[config.mk]
export PLATFORM = sky130hd
export DESIGN_NAME = mux_seq
export DESIGN_NICKNAME = d
export VERILOG_FILES = /design/src/rtl/svd_pkg.sv /design/src/rtl/mux_pipe_stage.sv /design/src/rtl/mux_seq.sv
export SDC_FILE = /design/constraint.sdc
export NUM_CORES = 1
export LEC_CHECK = 0
export CAP_MARGIN = 10
export CORE_UTILIZATION = 38
export CTS_BUF_LIST = sky130_fd_sc_hd__clkbuf_2 sky130_fd_sc_hd__clkbuf_4 sky130_fd_sc_hd__clkbuf_8
export CTS_CLUSTER_DIAMETER = 80
export DETAILED_ROUTE_END_ITERATION = 6
export PLACE_DENSITY_LB_ADDON = 0.08
export SLEW_MARGIN = 20
export SYNTH_ARGS = -nofsm -noshare
export SYNTH_HDL_FRONTEND = slang
export SYNTH_SLANG_ARGS = --single-unit
[constraint.sdc]
create_clock -name clk -period 2.75 [get_ports clk]
set_input_delay 0.55 -clock clk [delete_from_list [all_inputs] [get_ports clk]]
set_output_delay 0.55 -clock clk [all_outputs]
set_load 0.05 [all_outputs]
[src/rtl/svd_pkg.sv]
// Shared definitions for the SVD-core datapath blocks: FSM encoding,
// pipeline depth limit and the select-width helper.
package svd_pkg;

   localparam int LAT_MAX = 4;

   typedef enum logic {
      ST_IDLE = 1'b0,
      ST_RUN  = 1'b1
   } state_e;

   function automatic int selw(input int n);
      return (n > 1) ? $clog2(n) : 1;
   endfunction

endpackage

[src/rtl/mux_pipe_stage.sv]
// One output-pipeline register for {data, valid, tag, last}. With ld_i low
// the payload holds while valid still shifts, so a bubble keeps the old word.
module mux_pipe_stage #(
   parameter int WIDTH = 24,
   parameter int SELW  = 2
) (
   input  logic             clk,
   input  logic             rst,
   input  logic             ce_i,
   input  logic             ld_i,
   input  logic [WIDTH-1:0] data_i,
   input  logic             valid_i,
   input  logic [SELW-1:0]  tag_i,
   input  logic             last_i,
   output logic [WIDTH-1:0] data_o,
   output logic             valid_o,
   output logic [SELW-1:0]  tag_o,
   output logic             last_o
);

   logic [WIDTH-1:0] data_q;
   logic             valid_q;
   logic [SELW-1:0]  tag_q;
   logic             last_q;

   always_ff @(posedge clk or negedge rst) begin
      if (!rst) begin
         data_q  <= '0;
         valid_q <= 1'b0;
         tag_q   <= '0;
         last_q  <= 1'b0;
      end else if (ce_i) begin
         valid_q <= valid_i;
         if (ld_i) begin
            data_q <= data_i;
            tag_q  <= tag_i;
            last_q <= last_i;
         end
      end
   end

   assign data_o  = data_q;
   assign valid_o = valid_q;
   assign tag_o   = tag_q;
   assign last_o  = last_q;

endmodule

[src/rtl/mux_seq.sv]
// N-channel registered selector feeding a shared datapath: manual select or
// a round-robin sweep of all channels launched by start, LAT-deep output.
module mux_seq
   import svd_pkg::*;
#(
   parameter  int WIDTH = 24,
   parameter  int NCH   = 4,
   parameter  int LAT   = 1,
   localparam int SELW  = selw(NCH)
) (
   input  logic                 clk,
   input  logic                 rst,
   input  logic [NCH*WIDTH-1:0] in_bus,
   input  logic [SELW-1:0]      sel,
   input  logic                 auto,
   input  logic                 start,
   input  logic                 in_valid,
   input  logic                 ce,
   output logic [WIDTH-1:0]     out,
   output logic                 msb,
   output logic                 out_valid,
   output logic [SELW-1:0]      out_ch,
   output logic                 busy,
   output logic                 done
);

   if (LAT < 1 || LAT > LAT_MAX) begin : g_bad_lat
      $error("mux_seq: LAT out of range");
   end

   state_e          state_q, state_d;
   logic [SELW-1:0] cnt_q, cnt_d;
   logic            acc;
   logic [SELW-1:0] tag;
   logic            last;
   logic [WIDTH-1:0] word;

   always_comb begin
      state_d = state_q;
      cnt_d   = cnt_q;
      acc     = ce & in_valid;
      tag     = sel;
      last    = 1'b0;
      case (state_q)
         ST_IDLE: begin
            // a start cycle's own word is still a manual sample
            if (ce && start && auto) begin
               state_d = ST_RUN;
               cnt_d   = '0;
            end
         end
         ST_RUN: begin
            tag  = cnt_q;
            last = (cnt_q == SELW'(NCH - 1));
            if (acc) begin
               if (last) begin
                  state_d = ST_IDLE;
                  cnt_d   = '0;
               end else begin
                  cnt_d = cnt_q + 1'b1;
               end
            end
         end
         default: state_d = ST_IDLE;
      endcase
   end

   // out-of-range tags select nothing and yield a zero word
   always_comb begin
      word = '0;
      for (int k = 0; k < NCH; k++) begin
         if (tag == SELW'(k)) word = in_bus[k*WIDTH +: WIDTH];
      end
   end

   always_ff @(posedge clk or negedge rst) begin
      if (!rst) begin
         state_q <= ST_IDLE;
         cnt_q   <= '0;
      end else if (ce) begin
         state_q <= state_d;
         cnt_q   <= cnt_d;
      end
   end

   logic [LAT:0][WIDTH-1:0] data_pipe;
   logic [LAT:0][SELW-1:0]  tag_pipe;
   logic [LAT:0]            vld_pipe;
   logic [LAT:0]            last_pipe;

   assign data_pipe[0] = word;
   assign tag_pipe[0]  = tag;
   assign vld_pipe[0]  = acc;
   assign last_pipe[0] = last;

   for (genvar i = 1; i <= LAT; i++) begin : g_stage
      mux_pipe_stage #(
         .WIDTH (WIDTH),
         .SELW  (SELW)
      ) u_stage (
         .clk     (clk),
         .rst     (rst),
         .ce_i    (ce),
         .ld_i    ((i == 1) ? acc : 1'b1),
         .data_i  (data_pipe[i-1]),
         .valid_i (vld_pipe[i-1]),
         .tag_i   (tag_pipe[i-1]),
         .last_i  (last_pipe[i-1]),
         .data_o  (data_pipe[i]),
         .valid_o (vld_pipe[i]),
         .tag_o   (tag_pipe[i]),
         .last_o  (last_pipe[i])
      );
   end

   assign out       = data_pipe[LAT];
   assign msb       = out[WIDTH-1];
   assign out_valid = vld_pipe[LAT];
   assign out_ch    = tag_pipe[LAT];
   assign done      = vld_pipe[LAT] & last_pipe[LAT];
   assign busy      = (state_q == ST_RUN);

endmodule
==> results of run 1 <==
==> how the worst max path moves through the flow <==
stage / from / endpoint / slack [ns] / depth (start not counted)
detailed placement: sel[0] / g_stage[1].u_stage.data_o[7]$_DFFE_PN0P_ / 0.50 / 5
global placement: sel[0] / g_stage[1].u_stage.data_o[12]$_DFFE_PN0P_ / 0.55 / 5
global route: busy$_DFFE_PN0P_ / busy / 0.37 / 1
CTS: busy$_DFFE_PN0P_ / busy / 0.41 / 1
floorplan: busy$_DFFE_PN0P_ / g_stage[1].u_stage.data_o[10]$_DFFE_PN0P_ / 0.84 / 7
finish: busy$_DFFE_PN0P_ / busy / 0.42 / 1
==> cell families (layout without fill, tap and decap cells) <==
group                    count (synthesis)  after routing  synth area share [%]
adder cells (fa/ha/maj)                  1              1                0.6834
buffers and inverters                   20            148                 6.630
flip-flops                              31             31                 42.38
multiplexers                            28             28                 16.40
AND/OR/NAND/NOR                         17             17                 4.443
AO/OA/AOI/OAI                           78             78                 29.46
==> metrics by stage <==
step	utilization, %	total power, mW	setup slack, ns	instances
after floorplan	-	2.528	0.8434	175
after global placement	70.39	3.223	0.5480	348
after detailed placement	70.39	3.261	0.5006	348
after CTS	72.75	3.706	0.4121	355
after global routing	72.75	3.878	0.3682	355
final	72.75	3.675	0.4228	355
==> state kept, by name (all words and copies together), names as in the netlist <==
signal and flops:
busy 1, cnt_q 2, g_stage.u_stage.data_o 24, g_stage.u_stage.last_o 1, g_stage.u_stage.tag_o 2, g_stage.u_stage.valid_o 1
==> cell usage in the layout (no fill, tap or decap), drive strengths merged, types with 3 or more instances in the layout <==
master / synthesis / layout
clkdlybuf4s50: 0 / 133
nand2: 11 / 11
and2: 3 / 3
a2bb2oi: 21 / 21
mux2i: 24 / 24
buf: 10 / 6
o22ai: 4 / 4
clkbuf: 8 / 6
o21ai: 25 / 25
mux2: 3 / 3
dfrtp: 31 / 31
a22oi: 21 / 21
==> where the power goes <==
group / switching, mW / internal (mW)
Clock: 0.164 / 0.275
Combinational: 1.37 / 1.04
Sequential: 0.157 / 0.663
Total: 1.69 / 1.98
==> final cells by class <==
type | instances | area share [%]
clock buffers | 6 | 2.329
clock inverters | 1 | 0.9164
inverters | 2 | 0.2291
multi-input cells | 124 | 28.87
flip-flops and latches | 31 | 23.67
well taps | 52 | 1.985
repair buffers | 139 | 42.00
==> layer usage <==
metal	vias to the layer above	GRT usage (%)	part of all wire, %
li1	925	-	-
met1	892	28.36	41
met2	87	41.38	50
met3	4	6.892	8.1
met4	0	5.778	0.98
met5	-	0	0
==> impl_metrics.ini, run 1 <==
[run_status]
outcome = complete, but fails checks
violations = design-rule violations

[detailed_routing]
num_vias = 1908
first_iter_violations = 66
ant_nets = 0
wl_um = 5826
wl_per_cell_um = 16.41
dr.pass1.iters = 7
route.detailed.drc = 8
viasPerCell = 5.375

[yosys]
netlist_area_um2 = 1831
synth_edf_count = 0
yosysMostFrequentCell = dfrtp_1
yosysWarnings = 0
syn_area_per_cell_um2 = 10.46
synth-seq-cells = 31
ys_seq_area_share_pct = 42.38
ys.flop_type = dfrtp_1
ys_async_sr_fraction_pct = 100.0
synthDistinctLibCells = 24
synth_largest_area_cell = dfrtp_1
syn_inst = 175
synth_commonest_cells = 31 x dfrtp_1, 24 x mux2i_1, 21 x a22oi_1, 21 x a2bb2oi_1, 20 x o21ai_1
synth_top_area_share_pct = 42.38
synthTopCellsByArea = dfrtp_1 42%, mux2i_1 13%, a2bb2oi_1 10%
syn_nets = 280

[critical_path]
cp_num_buf_inv = 1
worstPathRequired_ns = 2.20
cp-start-kind = flop
crit_path_max_fanout = 10
path_class = reg -> out
crit_path_top_delay_cell = clkdlybuf4s50_1
r2r-start = busy$_DFFE_PN0P_
max_stage_delay_ns = 0.89
cp.arrival_ns = 1.78
crit_path_cell_trace = clkdlybuf4s50_1
r2r-end = g_stage[1].u_stage.data_o[9]$_DFFE_PN0P_
rrSetupSlack_ns = 0.85
r2r_cells = 4
cpLargestDelayFamily = buffers and inverters
end_kind = output port

[timing]
hold_violations = 0
fin_skew_ns = 0.009723
max_freq_ghz = 0.4297
min_period_ns = 2.327
min_period_over_period_pct = 84.63
rsz0062_at_grt = no
slew_violations = 0
finalSetupTns_ns = 0
setup_viol = 0
slew_headroom_pct = 63.15
max_slew.worst_pin.slew_ns = 0.5510
holdWs_ns = 0.4808

[clock_tree]
cts_buffer_depth = 2
cts_resized = 0
cts_made_buffers = 5
cts_tree = done
postCtsHoldBufs = 0
cts_htree_levels = 2
clock-root-buffer = clkbuf_8
clock_latency_ns = 0.28
clk_transition_reported_paths_ns = 0.07
cts.sinks = 31
post_cts_buffers = 0

[floorplanning]
die_height_um = 71.41
dieArea_um2 = 5099
rows = 24
die_width_um = 71.41
ios = 134
core_um2 = 4504
initial_core_util_pct = 40.64

[place]
placed_cell_area_um2 = 3171
io_buffers = 133
dp.final_hpwl_um = 4358
gp_congestion = 0.7361

[final_layout]
syn2layout_area_growth_pct = 79.02
nets = 408
multi_input_area_um2 = 945.9
regArea_um2 = 775.7
drive_above_1_share_pct = 6.271
diodes = 0
fillers = 361
finalInstanceArea_um2 = 3277

[power]
peakVddDrop_v = 0.0005787
p_leak_nw = 1.364
p_per_area_nw_per_um2 = 1122

[min_path]
hp-start = g_stage[1].u_stage.data_o[14]$_DFFE_PN0P_
hold_end = g_stage[1].u_stage.data_o[14]$_DFFE_PN0P_
hold_path_class = reg -> reg
whs_path_depth = 2

[grt]
grt_max_degree = 39
grt_pass1_wl_um = 9225
grt_use_total_pct = 23.55
overflow = 0
grt_antenna_before_repair = 0
grt_pass1_vias = 1904

[run]
drv_cap = 0
Power figures use the tool's default switching activity.
==> run 2, diff against run 1 <==
--- a/config.mk
+++ b/config.mk
@@ -6,7 +6,7 @@
 export NUM_CORES = 1
 export LEC_CHECK = 0
 export CAP_MARGIN = 10
-export CORE_UTILIZATION = 38
+export CORE_UTILIZATION = 32
 export CTS_BUF_LIST = sky130_fd_sc_hd__clkbuf_2 sky130_fd_sc_hd__clkbuf_4 sky130_fd_sc_hd__clkbuf_8
 export CTS_CLUSTER_DIAMETER = 80
 export DETAILED_ROUTE_END_ITERATION = 6
==> constraint.sdc (replaced) <==
create_clock -name clk -period 2.01 [get_ports clk]
set_input_delay 0.402 -clock clk [delete_from_list [all_inputs] [get_ports clk]]
set_output_delay 0.402 -clock clk [all_outputs]
set_load 0.05 [all_outputs]
==> impl_metrics.ini, run 2 (same netlist as run 1, synthesis figures left out) <==
[run_status]
outcome = finished, final reports clean

[power]
peakVddDrop_v = 0.0006403
p_leak_nw = 1.404
total_power_mw = 5.115
p_per_area_nw_per_um2 = 1517

[critical_path]
end_kind = output port
worstPathRequired_ns = 1.61
crit_path_top_delay_cell = clkdlybuf4s50_1
max_stage_delay_ns = 0.79
cp.arrival_ns = 1.55
path_class = reg -> out
crit_path_max_fanout = 3
crit_path_cell_trace = and2_1, clkdlybuf4s50_1
cp-start-kind = flop

[detailed_routing]
first_iter_violations = 89
route.detailed.drc = 0
viasPerCell = 5.055
wl_um = 5784
ant_nets = 0
wl_per_cell_um = 15.18
num_vias = 1926
dr.pass1.iters = 4

[grt]
grt-busiest-layer = met2
met1_usage_pct = 22.68
overflow = 0
grt_pass1_wl_um = 9328
grt_antenna_before_repair = 0
grt_use_total_pct = 19.96
grtUsageMet3_pct = 6.588
grt_max_degree = 51
grt_use_met2_pct = 35.04
grt_pass1_vias = 1943

[final_layout]
largest_reg_flops = 24
final_cell_mix = 132 x clkdlybuf4s50_1, 31 x dfrtp_1, 23 x mux2i_1
regArea_um2 = 775.7
syn2layout_area_growth_pct = 84.21
diodes = 0
layout_commonest_cell = clkdlybuf4s50_1
finalInstanceArea_um2 = 3372
drive_above_1_share_pct = 8.414
fillers = 488
nets = 413
multi_input_area_um2 = 945.9

[clock_tree]
cts_buffer_depth = 2
cts_resized = 0
clock_latency_ns = 0.28
cts_made_buffers = 5
cts_htree_levels = 2
cts.sinks = 31
clk_transition_reported_paths_ns = 0.06
postCtsHoldBufs = 0
post_cts_buffers = 0
cts_tree = done
clock-root-buffer = clkbuf_8

[floorplanning]
die_width_um = 77.63
core_um2 = 5507
rows = 27
ios = 134
dieArea_um2 = 6026
initial_core_util_pct = 33.24
die_height_um = 77.63

[timing]
max_freq_ghz = 0.5125
min_period_over_period_pct = 97.07
slew_violations = 0
hold_violations = 0
finalSetupTns_ns = 0
max_slew.worst_pin.slew_ns = 0.5343
slew_headroom_pct = 64.27
fin_skew_ns = 0.004387
rsz0062_at_grt = no
setup_viol = 0
min_period_ns = 1.951

[run]
drv_cap = 0

[place]
gp_congestion = 0.8083
dp.final_hpwl_um = 4273
placed_cell_area_um2 = 3268
io_buffers = 133

[min_path]
hold_path_class = reg -> reg
==> run 2: layout make-up <==
type / instances / area share, %
clock buffers: 8 / 3.080
multi-input cells: 124 / 28.05
well taps: 72 / 2.672
inverters: 2 / 0.2226
repair buffers: 144 / 42.97
flip-flops and latches: 31 / 23.01
==> run 2: metal layers <==
metal	up-vias	wire length, um
li1	934	-
met1	915	2358
met2	70	2962
met3	7	408
met4	0	55
met5	-	0
==> run 2: report_power, final <==
| part | leakage (nW) | internal (mW) | switching, mW |
|---|---|---|---|
| Sequential | 0.380 | 0.907 | 0.206 |
| Clock | 0.0549 | 0.326 | 0.229 |
| Combinational | 0.969 | 1.57 | 1.88 |
==> run 2: path summary, 6_finish.rpt <==
kind	from	endpoint	slack, ns	cells after the start
max	g_stage[1].u_stage.valid_o$_DFFE_PN0P_	done	0.06	2
min	g_stage[1].u_stage.last_o$_DFFE_PN0P_	g_stage[1].u_stage.last_o$_DFFE_PN0P_	0.47	2
max reg2reg	busy$_DFFE_PN0P_	g_stage[1].u_stage.data_o[5]$_DFFE_PN0P_	0.26	5
min reg2reg	g_stage[1].u_stage.last_o$_DFFE_PN0P_	g_stage[1].u_stage.last_o$_DFFE_PN0P_	0.47	2
max in group asynchronous	rst	g_stage[1].u_stage.tag_o[1]$_DFFE_PN0P_	1.20	2
min in group asynchronous	rst	g_stage[1].u_stage.data_o[18]$_DFFE_PN0P_	0.52	2
==> run 2: worst max-delay path: cells and delay by family (launching register included) <==
kind                   cells  cell delay (ns)
DFF                        1             0.36
and+or+nand+nor            1             0.13
buffers and inverters      1             0.79
==> run 2: stage by stage <==
step	worst slack (ns)	cells	hold slack (ns)	utilization, %
2_1_floorplan	0.1034	175	0.1064	-
3_3_place_gp	0.07075	373	0.4527	59.35
3_5_place_dp	0.06901	373	0.4562	59.35
4_1_cts	0.04308	381	0.4723	61.24
5_1_grt	0.008016	381	0.4798	61.24
6_report	0.05895	381	0.4668	61.24
==> run 3, diff against run 2 <==
--- a/config.mk
+++ b/config.mk
@@ -6,10 +6,11 @@
 export NUM_CORES = 1
 export LEC_CHECK = 0
 export CAP_MARGIN = 10
-export CORE_UTILIZATION = 32
+export CORE_UTILIZATION = 55
 export CTS_BUF_LIST = sky130_fd_sc_hd__clkbuf_2 sky130_fd_sc_hd__clkbuf_4 sky130_fd_sc_hd__clkbuf_8
 export CTS_CLUSTER_DIAMETER = 80
 export DETAILED_ROUTE_END_ITERATION = 6
+export DONT_BUFFER_PORTS = 1
 export PLACE_DENSITY_LB_ADDON = 0.08
 export SLEW_MARGIN = 20
 export SYNTH_ARGS = -nofsm -noshare
==> impl_metrics.ini, run 3 (same netlist as run 1, synthesis figures left out) <==
[clock_tree]
cts_made_buffers = 5
cts_tree = done
cts_buffer_depth = 2
postCtsHoldBufs = 2
cts.sinks = 31
post_cts_buffers = 0
cts_resized = 0
clock-root-buffer = clkbuf_4
cts_htree_levels = 2
clock_latency_ns = 0.31
clk_transition_reported_paths_ns = 0.09

[detailed_routing]
viasPerCell = 6.509
wl_um = 4182
dr.pass1.iters = 4
wl_per_cell_um = 19.01
first_iter_violations = 74
route.detailed.drc = 0
ant_nets = 0
num_vias = 1432

[place]
gp_congestion = 0.7576
placed_cell_area_um2 = 1843
io_buffers = 0
dp.final_hpwl_um = 3123

[final_layout]
nets = 280
layout_commonest_cell = dfrtp_1
syn2layout_area_growth_pct = 5.468
drive_above_1_share_pct = 13.64
finalInstanceArea_um2 = 1931
fillers = 280
final_cell_mix = 31 x dfrtp_1, 23 x mux2i_1, 21 x a2bb2oi_1, 21 x a22oi_1, 20 x o21ai_1
largest_reg_flops = 24
diodes = 0

[critical_path]
cp-start-kind = flop
crit_path_max_fanout = 25
worstPathRequired_ns = 2.25
cpLargestDelayFamily = multiplexers
cp.arrival_ns = 1.92
end_kind = flop
crit_path_cell_trace = mux2_4, and3_4, a22oi_1, o21ai_1
max_stage_delay_ns = 0.50
path_class = reg -> reg
cp_num_buf_inv = 0
crit_path_top_delay_cell = mux2_4

[timing]
min_period_over_period_pct = 83.84
fin_skew_ns = 0.008729
hold_violations = 0
setup_viol = 0
max_slew.worst_pin.slew_ns = 0.4960
rsz0062_at_grt = no
slew_headroom_pct = 66.93
finalSetupTns_ns = 0
slew_violations = 0
max_freq_ghz = 0.5934
min_period_ns = 1.685

[grt]
overflow = 0
grt_use_total_pct = 24.51
grt_pass1_wl_um = 6230
grt_max_degree = 34
grt_antenna_before_repair = 0
grt_pass1_vias = 1339

[floorplanning]
initial_core_util_pct = 58.99
ios = 134
dieArea_um2 = 3563
rows = 20
die_width_um = 59.69
die_height_um = 59.69
core_um2 = 3103

[run]
drv_cap = 0

[min_path]
hold_path_class = in -> reg

[power]
p_leak_nw = 0.8557
peakVddDrop_v = 0.0009201
total_power_mw = 4.040
p_per_area_nw_per_um2 = 2092

[run_status]
outcome = finished, final reports clean
## run 3: cell types whose count changed in the layout (fill, tap and decap cells not counted), sizes merged
cell	previous run	this run
dlygate4sd3	0	1
clkdlybuf4s50	132	0
buf	12	10
clkbuf	8	7
clkinv	0	1
## run 3: cell type report
class	count	area, um2	area share [%]
Multi-Input combinational cell	124	937.1	48.54
Sequential cell	31	775.7	40.18
Timing Repair Buffer	11	97.59	5.055
Tap cell	44	55.05	2.852
Clock buffer	7	52.55	2.722
Inverter	2	7.507	0.3889
Clock inverter	1	5.005	0.2592
## run 3: path summary, 6_finish.rpt
| check | start | to | slack, ns | depth (start not counted) |
|---|---|---|---|---|
| worst max-delay path | busy$_DFFE_PN0P_ | g_stage[1].u_stage.data_o[22]$_DFFE_PN0P_ | 0.32 | 4 |
| worst min-delay path | ce | g_stage[1].u_stage.valid_o$_DFFE_PN0P_ | 0.18 | 1 |
| worst max register to register | busy$_DFFE_PN0P_ | g_stage[1].u_stage.data_o[22]$_DFFE_PN0P_ | 0.32 | 4 |
| worst min register to register | g_stage[1].u_stage.last_o$_DFFE_PN0P_ | g_stage[1].u_stage.last_o$_DFFE_PN0P_ | 0.48 | 2 |
| max in group asynchronous | rst | g_stage[1].u_stage.data_o[20]$_DFFE_PN0P_ | 1.31 | 2 |
| min in group asynchronous | rst | g_stage[1].u_stage.data_o[2]$_DFFE_PN0P_ | 0.53 | 2 |
## run 3: through the flow
step	util, %	setup WS, ns	hold slack, ns	instances
CTS	62.22	0.3029	0.1582	220
global route	62.22	0.1954	0.1359	220
global placement	59.40	0.3881	0.1070	210
finish	62.22	0.3248	0.1760	220
detailed placement	59.40	0.3082	0.1071	210
floorplan	-	0.1034	0.1064	175
## run 3: metal layers
layer | track usage (%) | up-vias | routed length, um
li1 | - | 673 | -
met1 | 29.18 | 670 | 1647
met2 | 38.73 | 85 | 2122
met3 | 10.39 | 4 | 384
met4 | 10.30 | 0 | 27
met5 | 0 | - | 0
## run 3: power by group
group / switching, mW / internal (mW) / total [mW]
clock: 0.196 / 0.163 / 0.359
combinational: 0.883 / 0.858 / 1.74
sequential: 1.05 / 0.890 / 1.94
total: 2.13 / 1.91 / 4.04
